**src/rtl/uart_frame_tx_pkg.sv**
```systemverilog
// ---------------------------------------------------------------------------
// uart_frame_tx_pkg
//
// Shared definitions for the CatCore UART command path. The transmitter
// (uart_frame_tx) and the command decoder use this one package so that
// the frame size, the FSM state codes and the command characters are
// defined in exactly one place.
//
// Contents:
//   FRAME_BYTES / DBITS / FRAME_BITS - CatCore frame geometry
//   ST_*                             - transmitter FSM state codes
//   cmd_char_e                       - command characters
//   build_frame()                    - {cmd, payload, cmd} frame builder
// ---------------------------------------------------------------------------
package uart_frame_tx_pkg;

    // A CatCore frame is {cmd, 16 payload bytes, cmd}. The protocol fixes
    // this at 18 bytes; no other size is supported.
    localparam int FRAME_BYTES = 18;
    localparam int DBITS       = 8;
    localparam int FRAME_BITS  = FRAME_BYTES * DBITS;

    // Transmitter FSM state codes, kept as plain constants so older
    // blocks that compare against raw codes continue to work.
    localparam logic [2:0] ST_IDLE  = 3'd0;
    localparam logic [2:0] ST_START = 3'd1;
    localparam logic [2:0] ST_DATA  = 3'd2;
    localparam logic [2:0] ST_STOP  = 3'd3;
    localparam logic [2:0] ST_GAP   = 3'd4;
    localparam logic [2:0] ST_DONE  = 3'd5;

    // Command characters understood by the decoder.
    typedef enum logic [7:0] {
        CMD_AT = 8'h40,  // '@'
        CMD_A  = 8'h41,  // 'A'
        CMD_B  = 8'h42,  // 'B'
        CMD_C  = 8'h43,  // 'C'
        CMD_D  = 8'h44,  // 'D'
        CMD_G  = 8'h47,  // 'G'
        CMD_LA = 8'h61,  // 'a'
        CMD_LB = 8'h62   // 'b'
    } cmd_char_e;

    // Frame layout: the command byte occupies both the top byte (sent
    // first) and the bottom byte (sent last); payload[127:120] follows the
    // leading command byte on the wire.
    function automatic logic [FRAME_BITS-1:0] build_frame(
        input logic [7:0]   cmd,
        input logic [127:0] payload
    );
        return {cmd, payload, cmd};
    endfunction

endpackage

```
**src/rtl/uart_baud_tick.sv**
```systemverilog
// ---------------------------------------------------------------------------
// uart_baud_tick
//
// Bit-period timer for the UART transmitter. A prescaler counts clk_ext
// cycles up to BR_LIMIT (one oversample tick); an oversample counter
// counts ticks up to OVERSAMPLE. bit_tick pulses for one cycle on the last
// clock of every bit period, so a bit period is BR_LIMIT*OVERSAMPLE clocks.
//
// Ports:
//   clk_ext  in  1  system clock
//   reset    in  1  asynchronous, active-high
//   clear    in  1  holds both counters at zero; releasing it starts a
//                   fresh bit period on the next clock
//   bit_tick out 1  one-cycle pulse at the end of each bit period
// ---------------------------------------------------------------------------
module uart_baud_tick #(
    parameter int BR_LIMIT   = 672,
    parameter int OVERSAMPLE = 16
) (
    input  logic clk_ext,
    input  logic reset,
    input  logic clear,
    output logic bit_tick
);

    // A limit of 1 would give a zero-width counter; keep at least one bit.
    localparam int TW = (BR_LIMIT   > 1) ? $clog2(BR_LIMIT)   : 1;
    localparam int OW = (OVERSAMPLE > 1) ? $clog2(OVERSAMPLE) : 1;

    localparam logic [TW-1:0] TICK_LAST = TW'(BR_LIMIT - 1);
    localparam logic [OW-1:0] OS_LAST   = OW'(OVERSAMPLE - 1);

    logic [TW-1:0] tick_cnt;
    logic [OW-1:0] os_cnt;
    logic          tick_end;
    logic          os_end;

    assign tick_end = (tick_cnt == TICK_LAST);
    assign os_end   = (os_cnt == OS_LAST);

    // Counters reset to zero at their terminal values; they never run past
    // them, so no wrap relies on the counter width.
    always_ff @(posedge clk_ext or posedge reset) begin
        if (reset) begin
            tick_cnt <= '0;
            os_cnt   <= '0;
        end else if (clear) begin
            tick_cnt <= '0;
            os_cnt   <= '0;
        end else if (tick_end) begin
            tick_cnt <= '0;
            if (os_end) begin
                os_cnt <= '0;
            end else begin
                os_cnt <= os_cnt + 1'b1;
            end
        end else begin
            tick_cnt <= tick_cnt + 1'b1;
        end
    end

    assign bit_tick = tick_end && os_end && !clear;

endmodule

```
**src/rtl/uart_frame_tx.sv**
```systemverilog
// ---------------------------------------------------------------------------
// uart_frame_tx
//
// CatCore frame transmitter. On an accepted start the command byte and the
// 16-byte payload are latched as the 18-byte frame {cmd, payload, cmd} and
// sent 8N1 (start 0, data LSB first, stop 1) on tx, top byte first.
// Optional idle-high gap bit periods separate consecutive bytes.
//
// Handshake: start is a single-cycle request. It is accepted only while
// the FSM is in IDLE; tx falls on the following cycle and busy stays high
// until the final stop bit completes. The cycle after the last stop bit
// is the DONE cycle: done pulses, busy is low, and a start seen then is
// still refused (dropped pulses). Any start refused while a frame is in
// flight raises dropped combinationally in that same cycle and has no
// effect on the frame; cmd/payload are only looked at on acceptance.
//
// Ports:
//   clk_ext   in  1    system clock
//   reset     in  1    asynchronous, active-high; tx returns high at once
//   start     in  1    frame request
//   cmd       in  8    command character
//   payload   in  128  payload bytes, payload[127:120] sent first
//   tx        out 1    serial line, idle high
//   busy      out 1    frame in progress (START/DATA/STOP/GAP)
//   done      out 1    one-cycle pulse after the final stop bit
//   dropped   out 1    one-cycle pulse for each refused start
//   state_dbg out 3    current FSM state code (ST_* in the package)
// ---------------------------------------------------------------------------
module uart_frame_tx
    import uart_frame_tx_pkg::*;
#(
    parameter int BR_LIMIT   = 672,
    parameter int OVERSAMPLE = 16,
    parameter int GAP_BITS   = 0
) (
    input  logic         clk_ext,
    input  logic         reset,
    input  logic         start,
    input  logic [7:0]   cmd,
    input  logic [127:0] payload,
    output logic         tx,
    output logic         busy,
    output logic         done,
    output logic         dropped,
    output logic [2:0]   state_dbg
);

    localparam int GW = (GAP_BITS > 1) ? $clog2(GAP_BITS) : 1;
    localparam logic [GW-1:0] GAP_LAST  = GW'((GAP_BITS > 0) ? GAP_BITS - 1 : 0);
    localparam logic [4:0]    BYTE_TOP  = 5'(FRAME_BYTES - 1);
    localparam logic [2:0]    BIT_LAST  = 3'(DBITS - 1);

    logic [2:0]            state;
    logic [FRAME_BITS-1:0] frame_q;
    logic [4:0]            byte_idx;
    logic [2:0]            bit_idx;
    logic [GW-1:0]         gap_cnt;
    logic                  bit_tick;
    logic                  baud_clear;

    // The baud timer is held cleared while idle (and in DONE), so the first
    // bit period starts exactly on the clock after acceptance and the frame
    // timing is locked to start rather than to a free-running counter.
    assign baud_clear = (state == ST_IDLE) || (state == ST_DONE);

    uart_baud_tick #(
        .BR_LIMIT   (BR_LIMIT),
        .OVERSAMPLE (OVERSAMPLE)
    ) u_baud (
        .clk_ext  (clk_ext),
        .reset    (reset),
        .clear    (baud_clear),
        .bit_tick (bit_tick)
    );

    always_ff @(posedge clk_ext or posedge reset) begin
        if (reset) begin
            state    <= ST_IDLE;
            frame_q  <= '0;
            byte_idx <= '0;
            bit_idx  <= '0;
            gap_cnt  <= '0;
        end else begin
            case (state)
                ST_IDLE: begin
                    if (start) begin
                        frame_q  <= build_frame(cmd, payload);
                        byte_idx <= BYTE_TOP;
                        bit_idx  <= '0;
                        gap_cnt  <= '0;
                        state    <= ST_START;
                    end
                end

                ST_START: begin
                    if (bit_tick) begin
                        bit_idx <= '0;
                        state   <= ST_DATA;
                    end
                end

                ST_DATA: begin
                    if (bit_tick) begin
                        if (bit_idx == BIT_LAST) begin
                            state <= ST_STOP;
                        end else begin
                            bit_idx <= bit_idx + 1'b1;
                        end
                    end
                end

                ST_STOP: begin
                    if (bit_tick) begin
                        bit_idx <= '0;
                        if (byte_idx == 5'd0) begin
                            state <= ST_DONE;
                        end else begin
                            // Step to the next byte now so GAP and START
                            // both see the byte that goes out next.
                            byte_idx <= byte_idx - 1'b1;
                            state    <= (GAP_BITS > 0) ? ST_GAP : ST_START;
                        end
                    end
                end

                ST_GAP: begin
                    if (bit_tick) begin
                        if (gap_cnt == GAP_LAST) begin
                            gap_cnt <= '0;
                            state   <= ST_START;
                        end else begin
                            gap_cnt <= gap_cnt + 1'b1;
                        end
                    end
                end

                ST_DONE: begin
                    state <= ST_IDLE;
                end

                default: begin
                    state <= ST_IDLE;
                end
            endcase
        end
    end

    // Line driver. {byte_idx, bit_idx} is byte_idx*8 + bit_idx, the frame
    // bit currently on the wire; byte_idx never exceeds 17, so the index
    // stays within the 144-bit frame.
    always_comb begin
        tx = 1'b1;
        case (state)
            ST_START: tx = 1'b0;
            ST_DATA:  tx = frame_q[{byte_idx, bit_idx}];
            default:  tx = 1'b1;
        endcase
    end

    assign busy      = (state == ST_START) || (state == ST_DATA) ||
                       (state == ST_STOP)  || (state == ST_GAP);
    assign done      = (state == ST_DONE);
    // DONE still counts as occupied, so only IDLE may take a request.
    assign dropped   = start && (state != ST_IDLE);
    assign state_dbg = state;

endmodule

```
**config.mk**
```make
export PLATFORM = sky130hd
export DESIGN_NAME = uart_frame_tx
export DESIGN_NICKNAME = d
export VERILOG_FILES = /design/src/rtl/uart_frame_tx_pkg.sv /design/src/rtl/uart_baud_tick.sv /design/src/rtl/uart_frame_tx.sv
export SDC_FILE = /design/constraint.sdc
export NUM_CORES = 1
export LEC_CHECK = 0
export BUFFER_PORTS_ARGS = -buffer_cell sky130_fd_sc_hd__buf_2
export CELL_PAD_IN_SITES_DETAIL_PLACEMENT = 0
export CELL_PAD_IN_SITES_GLOBAL_PLACEMENT = 1
export CORE_ASPECT_RATIO = 0.7
export CORE_UTILIZATION = 33
export DETAILED_ROUTE_END_ITERATION = 10
export PLACE_DENSITY_LB_ADDON = 0.1
export REMOVE_ABC_BUFFERS = 1
export SETUP_SLACK_MARGIN = 0.3
export SLEW_MARGIN = 20
export SYNTH_ARGS = -nofsm -noshare
export SYNTH_HDL_FRONTEND = slang
export SYNTH_SLANG_ARGS = --single-unit
export TNS_END_PERCENT = 30
```
**constraint.sdc**
```tcl
create_clock -name clk_ext -period 8.1 [get_ports clk_ext]
set_input_delay 0.81 -clock clk_ext [delete_from_list [all_inputs] [get_ports clk_ext]]
set_output_delay 0.81 -clock clk_ext [all_outputs]
set_load 0.01 [all_outputs]
```
==> results.py <==
metrics = {
    "sta": {
        "fmax_mhz": 237,
        "setup_viol": 0,
        "tns_ns": 0,
        "timing.hold.ws_ns": 0.426,
        "finalCritPeriodShare": 0.521,
        "report.final.slew_viol_count": 0,
        "tightest_slew_ns": 1.06,
        "period_minus_slack_ns": 4.22,
        "hold_viol_final": 0,
        "slew_headroom": 0.293,
        "skew_ns": 0.00628,
        "rsz0062_at_grt": "false",
    },
    "clocking": {
        "cts_tree": "yes",
        "htreeDepth": 4,
        "clkSinkCount": 161,
        "path_clk_slew_ns": 0.06,
        "clock_path_buffers": 2,
        "worstSkewPairLatency_ns": 0.43,
        "cts_made_buffers": 17,
        "cts_setup_buffers": 0,
        "cts_resized": 0,
        "cts_root_buf": "clkbuf_16",
        "holdBufCountCts": 0,
    },
    "detailed_routing": {
        "drt_first_pass_iters": 4,
        "routedWlPerCell_um": 18.8,
        "wl_mm": 17.8,
        "route.detailed.drc": 0,
        "viasPerCell": 5.01,
        "ant_nets": 0,
        "drt_iter0_markers": 263,
        "dr_total_vias": 4730,
    },
    "worst_hold_path": {
        "hp-class": "in -> async",
    },
    "die": {
        "initial_core_util": 0.341,
        "die_w_um": 182,
        "die-area_um2": 23200,
        "die_h_um": 128,
        "num_rows": 45,
        "core_area_um2": 21900,
        "io_pins": 146,
    },
    "synth": {
        "ys_seq_elements": 161,
        "postSynth.asyncResetShare": 1.00,
        "synth_edf_count": 0,
        "synthCells": 514,
        "synth_area_um2": 7470,
        "syn_avg_cell_area_um2": 14.5,
        "synth_cell_types": 43,
        "yosysWarningCount": 0,
        "ys_seq_area_frac": 0.540,
        "ys.flop_type": "dfrtp_1",
    },
    "global_route": {
        "track_usage": 0.165,
        "grt_antenna_before_repair": 0,
        "grt_pass1_vias": 4968,
        "grt.overflow.total": 0,
        "grt_max_degree": 110,
        "grt_pass1_wl_mm": 28.6,
    },
    "cells_and_area": {
        "final_cell_mix": "159 x dfrtp_1, 145 x buf_2, 138 x mux2_2",
        "final_cells": 945,
        "nets": 794,
        "n_antenna_cell": 0,
        "syn2layout_area_growth_pct": 21.6,
        "drive_above_1_share": 0.529,
        "final_common_cell": "dfrtp_1",
    },
    "power": {
        "p_comb_frac": 0.033,
        "p_int_mw": 1.35,
        "switching_share": 0.213,
        "power_frac_seq": 0.470,
        "irDropWorstVdd_mv": 0.140,
        "powerDensity_nw_per_um2": 189,
        "power.switching_uw": 365,
        "p_leak_nw": 4.45,
        "clkPwrFrac": 0.497,
    },
    "worst_setup_path": {
        "critPathLaunch": "bit_idx[1]$_DFFE_PP0P_",
        "crit_path_end": "tx",
        "rrSetupSlack_ns": 4.85,
        "r2r_end": "bit_idx[0]$_DFFE_PP0P_",
        "required_ns": 7.29,
        "crit_chain": "mux4_1, mux2_2, or3_1, o2111ai_1, nand3_1, a311o_1, buf_2",
        "cp_slowest_cell": "dfrtp_2",
        "cp-end-kind": "primary output",
        "worst-path-stages": 7,
        "start_kind": "flop",
        "crit_type": "reg -> out",
        "reg2reg_depth": 6,
        "timing.rr.start": "state_dbg[2]$_DFFE_PP0P_",
        "critPathTopFamily": "flip-flops",
        "critPathArrivalTime_ns": 3.41,
        "cp_slowest_stage_delay_ns": 1.01,
        "crit_buf_inv": 1,
        "critPathMaxFanout": 36,
    },
    "placement": {
        "hpwl_mm": 12.5,
        "io_buffers": 145,
        "place.gp.congestion": 0.766,
        "dp_cells": 912,
    },
    "job": {
        "cap_violations": 0,
    },
    "status": {
        "status": "finished clean",
    },
}
[cell families (layout without fill, tap and decap cells)]
kind of cell / count (synthesis) / count (layout) / share of synthesized area
simple gates: 81 / 81 / 0.0553
buf+inv: 40 / 189 / 0.0240
compound gates: 32 / 32 / 0.0283
mux: 181 / 181 / 0.328
xor+xnor: 14 / 14 / 0.0164
flops: 161 / 161 / 0.540
fa+ha+maj: 5 / 5 / 0.00838
[worst min-delay path by stage]
stage | cells past startpoint | end
CTS | 1 | frame_q[10]$_DFFE_PP0P_
finish | 2 | frame_q[113]$_DFFE_PP0P_
global placement | 1 | frame_q[94]$_DFFE_PP0P_
global route | 2 | frame_q[113]$_DFFE_PP0P_
floorplan | 1 | frame_q[10]$_DFFE_PP0P_
detailed placement | 1 | frame_q[10]$_DFFE_PP0P_
[sequential cells by signal, summed over array words and instances, names as in the netlist]
name	cells
u_baud.tick_cnt	10
bit_idx	3
frame_q	136
state_dbg	3
u_baud.os_cnt	4
byte_idx	5
[layout make-up]
type | instances | area, µm²
clock inverter | 13 | 186
timing repair buffer | 149 | 776
sequential | 161 | 4030
clock buffer | 19 | 433
multi-input combinational | 313 | 3260
inverter | 8 | 35.0
fill | 2044 | 12800
tap | 282 | 353
[synth_stat cells, types with 5 or more instances]
cell | number | area share
nand3_1 | 15 | 0.010
dfrtp_1 | 161 | 0.54
xor2_1 | 11 | 0.013
clkbuf_1 | 16 | 0.0080
o21ai_0 | 6 | 0.0040
buf_2 | 14 | 0.0094
a22oi_1 | 8 | 0.0080
ha_1 | 5 | 0.0084
nor2_1 | 24 | 0.012
nand2_1 | 10 | 0.0050
mux4_2 | 28 | 0.084
mux2i_1 | 8 | 0.011
inv_1 | 8 | 0.0040
mux2_2 | 138 | 0.21
mux4_1 | 7 | 0.025
nor2b_1 | 5 | 0.0042
nor3_1 | 5 | 0.0034
a21oi_1 | 6 | 0.0040
[power groups by stage]
stage	Combinational [mW]	Clock (mW)	Sequential (mW)
floorplan	0.0125	0	0.819
global placement	0.0561	0	0.819
detailed placement	0.0573	0	0.819
CTS	0.0574	0.877	0.804
global route	0.0642	0.910	0.803
finish	0.0570	0.850	0.804
[through the flow]
| step | setup WS (ns) | power (mW) | utilization | area, µm² |
|---|---|---|---|---|
| final | 3.88 | 1.71 | 0.414 | 9070 |
| after global routing | 3.67 | 1.78 | 0.414 | 9070 |
| after CTS | 3.82 | 1.74 | 0.413 | 9050 |
| after detailed placement | 4.30 | 0.876 | 0.385 | 8430 |
| after global placement | 4.36 | 0.875 | 0.385 | 8430 |
| after floorplan | 2.94 | 0.832 | - | 7320 |
[layer usage]
metal,vias to the layer above,global-route usage,part of all wire
met5,-,0,0
met4,0,0.0479,0.011
met3,13,0.0469,0.050
met2,114,0.224,0.41
met1,2433,0.251,0.53
li1,2170,-,-
(Power assumes the default switching activity.)
